===== src/rtl/alu_muldiv_seq.sv =====
// Iterative 32x32 unsigned multiply / restoring divide sequencer.
// Drives the external combinational ALU with one ADD or SUB per cycle and
// folds its result into a 64-bit shifting accumulator {acc_hi, acc_lo}.
module alu_muldiv_seq (
    input  logic        Clock,
    input  logic        Reset,
    input  logic        Start,
    input  logic        Op,
    input  logic [31:0] A,
    input  logic [31:0] B,
    output logic        Busy,
    output logic        Done,
    output logic        DivByZero,
    output logic [31:0] Result_Hi,
    output logic [31:0] Result_Lo,
    output logic [3:0]  AluControl,
    output logic [31:0] AluInput1,
    output logic [31:0] AluInput2,
    input  logic [31:0] AluOut
);

    localparam logic [3:0] ALU_ADD = 4'b0010;
    localparam logic [3:0] ALU_SUB = 4'b0110;

    // S_DZERO is the single non-busy cycle between accepting a divide by
    // zero and raising Done, so that case reports two edges after accept.
    typedef enum logic [2:0] {S_IDLE, S_MUL, S_DIV, S_DZERO, S_DONE} state_t;

    state_t      state;
    logic [31:0] acc_hi, acc_lo, m;
    logic [4:0]  cnt;

    logic [32:0] rem_sh;
    logic [31:0] mul_sum;
    logic        mul_carry, div_ge;
    logic [31:0] nxt_hi, nxt_lo;

    // ALU drive: depends only on registered state, AluOut returns same cycle
    always_comb begin
        AluControl = ALU_ADD;
        AluInput1  = '0;
        AluInput2  = '0;
        case (state)
            S_MUL: begin
                AluInput1 = acc_hi;
                AluInput2 = m;
            end
            S_DIV: begin
                AluControl = ALU_SUB;
                AluInput1  = rem_sh[31:0];
                AluInput2  = m;
            end
            default: ;
        endcase
    end

    // One iteration step; carry and compare are local, only the sum/diff
    // comes from the ALU
    always_comb begin
        rem_sh    = {acc_hi, acc_lo[31]};
        mul_sum   = acc_lo[0] ? AluOut : acc_hi;
        mul_carry = acc_lo[0] & (AluOut < acc_hi);
        div_ge    = rem_sh[32] | (rem_sh[31:0] >= m);
        if (state == S_DIV) begin
            nxt_hi = div_ge ? AluOut : rem_sh[31:0];
            nxt_lo = {acc_lo[30:0], div_ge};
        end else begin
            nxt_hi = {mul_carry, mul_sum[31:1]};
            nxt_lo = {mul_sum[0], acc_lo[31:1]};
        end
    end

    // Sequencer FSM with registered status and result outputs
    always_ff @(posedge Clock or negedge Reset) begin
        if (!Reset) begin
            state     <= S_IDLE;
            acc_hi    <= '0;
            acc_lo    <= '0;
            m         <= '0;
            cnt       <= '0;
            Busy      <= 1'b0;
            Done      <= 1'b0;
            DivByZero <= 1'b0;
            Result_Hi <= '0;
            Result_Lo <= '0;
        end else begin
            case (state)
                S_IDLE, S_DONE: begin
                    Done <= 1'b0;
                    if (Start) begin
                        m         <= B;
                        acc_hi    <= '0;
                        acc_lo    <= A;
                        cnt       <= 5'd31;
                        DivByZero <= 1'b0;
                        if (Op && (B == '0)) begin
                            state <= S_DZERO;
                        end else begin
                            state <= Op ? S_DIV : S_MUL;
                            Busy  <= 1'b1;
                        end
                    end else begin
                        state <= S_IDLE;
                    end
                end
                S_MUL, S_DIV: begin
                    acc_hi <= nxt_hi;
                    acc_lo <= nxt_lo;
                    if (cnt == 5'd0) begin
                        state     <= S_DONE;
                        Busy      <= 1'b0;
                        Done      <= 1'b1;
                        Result_Hi <= nxt_hi;
                        Result_Lo <= nxt_lo;
                    end else begin
                        cnt <= cnt - 5'd1;
                    end
                end
                S_DZERO: begin
                    state     <= S_DONE;
                    Done      <= 1'b1;
                    DivByZero <= 1'b1;
                    Result_Hi <= acc_lo;
                    Result_Lo <= '1;
                end
                default: state <= S_IDLE;
            endcase
        end
    end

endmodule


===== config.mk =====
export PLATFORM = sky130hd
export DESIGN_NAME = alu_muldiv_seq
export DESIGN_NICKNAME = d
export VERILOG_FILES = /design/src/rtl/alu_muldiv_seq.sv
export SDC_FILE = /design/constraint.sdc
export NUM_CORES = 1
export LEC_CHECK = 0
export BUFFER_PORTS_ARGS = -buffer_cell sky130_fd_sc_hd__buf_4
export CORE_MARGIN = 4
export CORE_UTILIZATION = 59
export DETAILED_ROUTE_END_ITERATION = 6
export HOLD_SLACK_MARGIN = 0.15
export PLACE_DENSITY = 0.86
export SLEW_MARGIN = 20
export SYNTH_ARGS = -nofsm -noshare
export SYNTH_HDL_FRONTEND = slang
export SYNTH_SLANG_ARGS = --single-unit

===== constraint.sdc =====
create_clock -name Clock -period 6.9 [get_ports Clock]
set_clock_uncertainty 0.05 [all_clocks]
set_input_delay 0.345 -clock Clock [delete_from_list [all_inputs] [get_ports Clock]]
set_output_delay 0.345 -clock Clock [all_outputs]
set_load 0.005 [all_outputs]

==> out/results.ini <==
[final_layout]
nets=1526
final_core_util_pct=76.9
antennaDiodeCount=0
area_growth_pct=27.3
layout-drive-gt1-share_pct=21.3
final_area_mm2=0.0128

[yosys]
ys_top_cells_by_count=188 x nand2_1, 171 x dfrtp_1, 99 x nor2_1, 79 x o21ai_0, 69 x clkbuf_1
synth-simple-area-share_pct=15.4
synth_mux_area_share_pct=6.38
synth_top_area_share_pct=42.6
synth-compound-area-share_pct=21.1
synthTopCellsByArea=dfrtp_1 43%, ha_1 8.1%, nand2_1 7.0%
synth_warnings=0
async_flop_share_pct=100
synth_top_family_by_area=compound AO/OA/AOI/OAI gates
netlist_area_mm2=0.0100
synth.largest_area_cell=dfrtp_1
synth.distinct_cells=55
synth_xor_area_share_pct=0.174
yosysMostFrequentCell=nand2_1
yosys.area_share.adder_pct=8.09
yosysSeqAreaShare_pct=42.6
syn-instance-count=1144
synth_enable_flop_cells=0
synth.avg_cell_area_um2=8.78
ys_ff_latch=171
ys.flop_type=dfrtp_1

[timing]
slew_violations=0
timing.fmax_mhz=254
fin_crit_ps=3930
rsz0062_at_grt=no
hold_viol=0
worst-slew-pin-transition_ps=1120
setup_viol=0
tns_ps=0
max_slew_margin_pct=25.5
fin_crit_sh_pct=57.0

[floorplanning]
io_pins=235
coreArea_mm2=0.0166
rows=47
fp.dieArea_mm2=0.0192
start_util_pct=60.4
die_w_um=138
chipHeight_um=138

[critical_path]
cp_data_arrival_time_ps=3540
critPathTopFamily=simple AND/OR/NAND/NOR gates
required_ps=6500
cp.buffers_inverters=3
crit_end=AluInput2[31]
worstRegToRegCells=9
cp_common_cell=buf_4
path_class=reg -> out
slowest_delay_ps=800
critPathSlowestCell=or3b_4
r2r_setup_slack_ps=3440
critPathCaptureType=primary output
crit_cells=6
critPathMaxFanout=62
r2r-end=cnt[4]
start_kind=flip-flop
startpoint=state[1]
path_cells=or3b_4 > inv_2 > nor2_4 > buf_4 > nor2_1 > buf_4
timing.rr.start=state[1]

[clock_network]
cts_setup_buffers=0
cts_tree=yes
cts_sinks=171
cts_resized=0
numCtsBuffers=17
htree_levels=4
clk-insertion-delay-late_ps=440
postCtsHoldBufs=35
clockRootBuffer=clkbuf_16
clk_pin_slew_worst_paths_ps=80
cts_buffer_depth=2

[power]
peakVddDrop_mv=0.267
power.leakage_nw=5.85
powerDensity_mw_per_mm2=469

[global_route]
overflow=0
grt_pass1_wl_mm=51.3
grt_antenna_before_repair=0
grt_max_degree=92
grt_pass1_vias=9760
grt_use_total_pct=32.8

[place]
post-dp-hpwl_mm=22.0
port-buffer-count=231
gp_congestion=0.898
dpl-instance-area_mm2=0.0118

[detailed_routing]
avgViaCountPerCell=6.26
wl_per_cell_um=20.3
drt_iter0_markers=1062
drt_pass1_iterations=6
antenna_left=0
drc=0
wirelength_mm=32.4
vias=9983

[hold_path]
holdPathStages=3
hold_path_class=in -> reg

[outcome]
status=finished clean

[flow_run]
maxCapViolCount=0

[where the power goes]
group	switching, mW	leakage [nW]	total, mW	internal (mW)
sequential	0.480	1.98	1.87	1.39
clock	0.444	0.287	0.992	0.548
combinational	1.82	3.59	3.14	1.32
total	2.75	5.85	6.00	3.25
[worst min-delay path by stage]
stage,startpoint,endpoint,slack (ps)
final,A[23],acc_lo[23],190
after global routing,A[5],acc_lo[5],220
after CTS,A[24],acc_lo[24],190
after detailed placement,Reset,m[5],430
after global placement,DivByZero,DivByZero,410
after floorplan,Reset,Busy,-0.6
[layout by cell type (no fill, tap or decap), types with 46 or more instances in the layout]
cell / instances
dfrtp_1: 170
mux2i_1: 64
ha_1: 65
nand2_1: 187
o221ai_1: 46
nor2_1: 96
inv_1: 68
o21ai_0: 79
a31oi_1: 60
buf_4: 242
[cell type report]
type                       count  area (um^2)
clock buffer                  17          425
clock inverter                15          178
fill                        1173         3850
inverter                      69          259
multi-input combinational    823         5190
sequential                   171         4280
tap                          220          275
timing repair buffer         279         2190
[logic make-up (layout without fill, tap and decap cells)]
family,Yosys count,in the layout
multiplexers,64,64
AND/OR/NAND/NOR,364,364
XOR/XNOR,2,2
adder cells (fa/ha/maj),65,65
flip-flops,171,171
buffers and inverters,151,380
AO/OA/AOI/OAI,325,325
other,2,3
[registers in the layout, summed over array words and instances, names as in the netlist]
signal,cells
Result_Hi,32
state,3
acc_lo,32
m,32
Result_Lo,32
cnt,5
acc_hi,32
DivByZero,1
Busy,1
Done,1
[layer usage]
metal	wire, um	up-vias	track usage [%]	part of all wire (%)
li1	-	4573	-	-
met1	13000	4739	44.4	40
met2	15100	601	51.8	47
met3	3570	70	9.08	11
met4	708	0	10.2	2.2
met5	0	-	0	0
[tightest hold or removal path, cell delays in order]
cell and delay [ps]:
buf_4 70, o21ai_0 70, a31oi_1 150
[stage by stage]
step / instances / power (mW) / hold slack, ps / setup slack, ps
4_1_cts: 1594 / 5.94 / 191 / 3070
5_1_grt: 1594 / 6.41 / 217 / 2800
3_5_place_dp: 1527 / 4.91 / 427 / 3520
2_1_floorplan: 1145 / 3.82 / -0.591 / 4150
3_3_place_gp: 1527 / 4.82 / 410 / 3360
6_report: 1594 / 6.00 / 193 / 2970
Power figures use the tool's default switching activity.
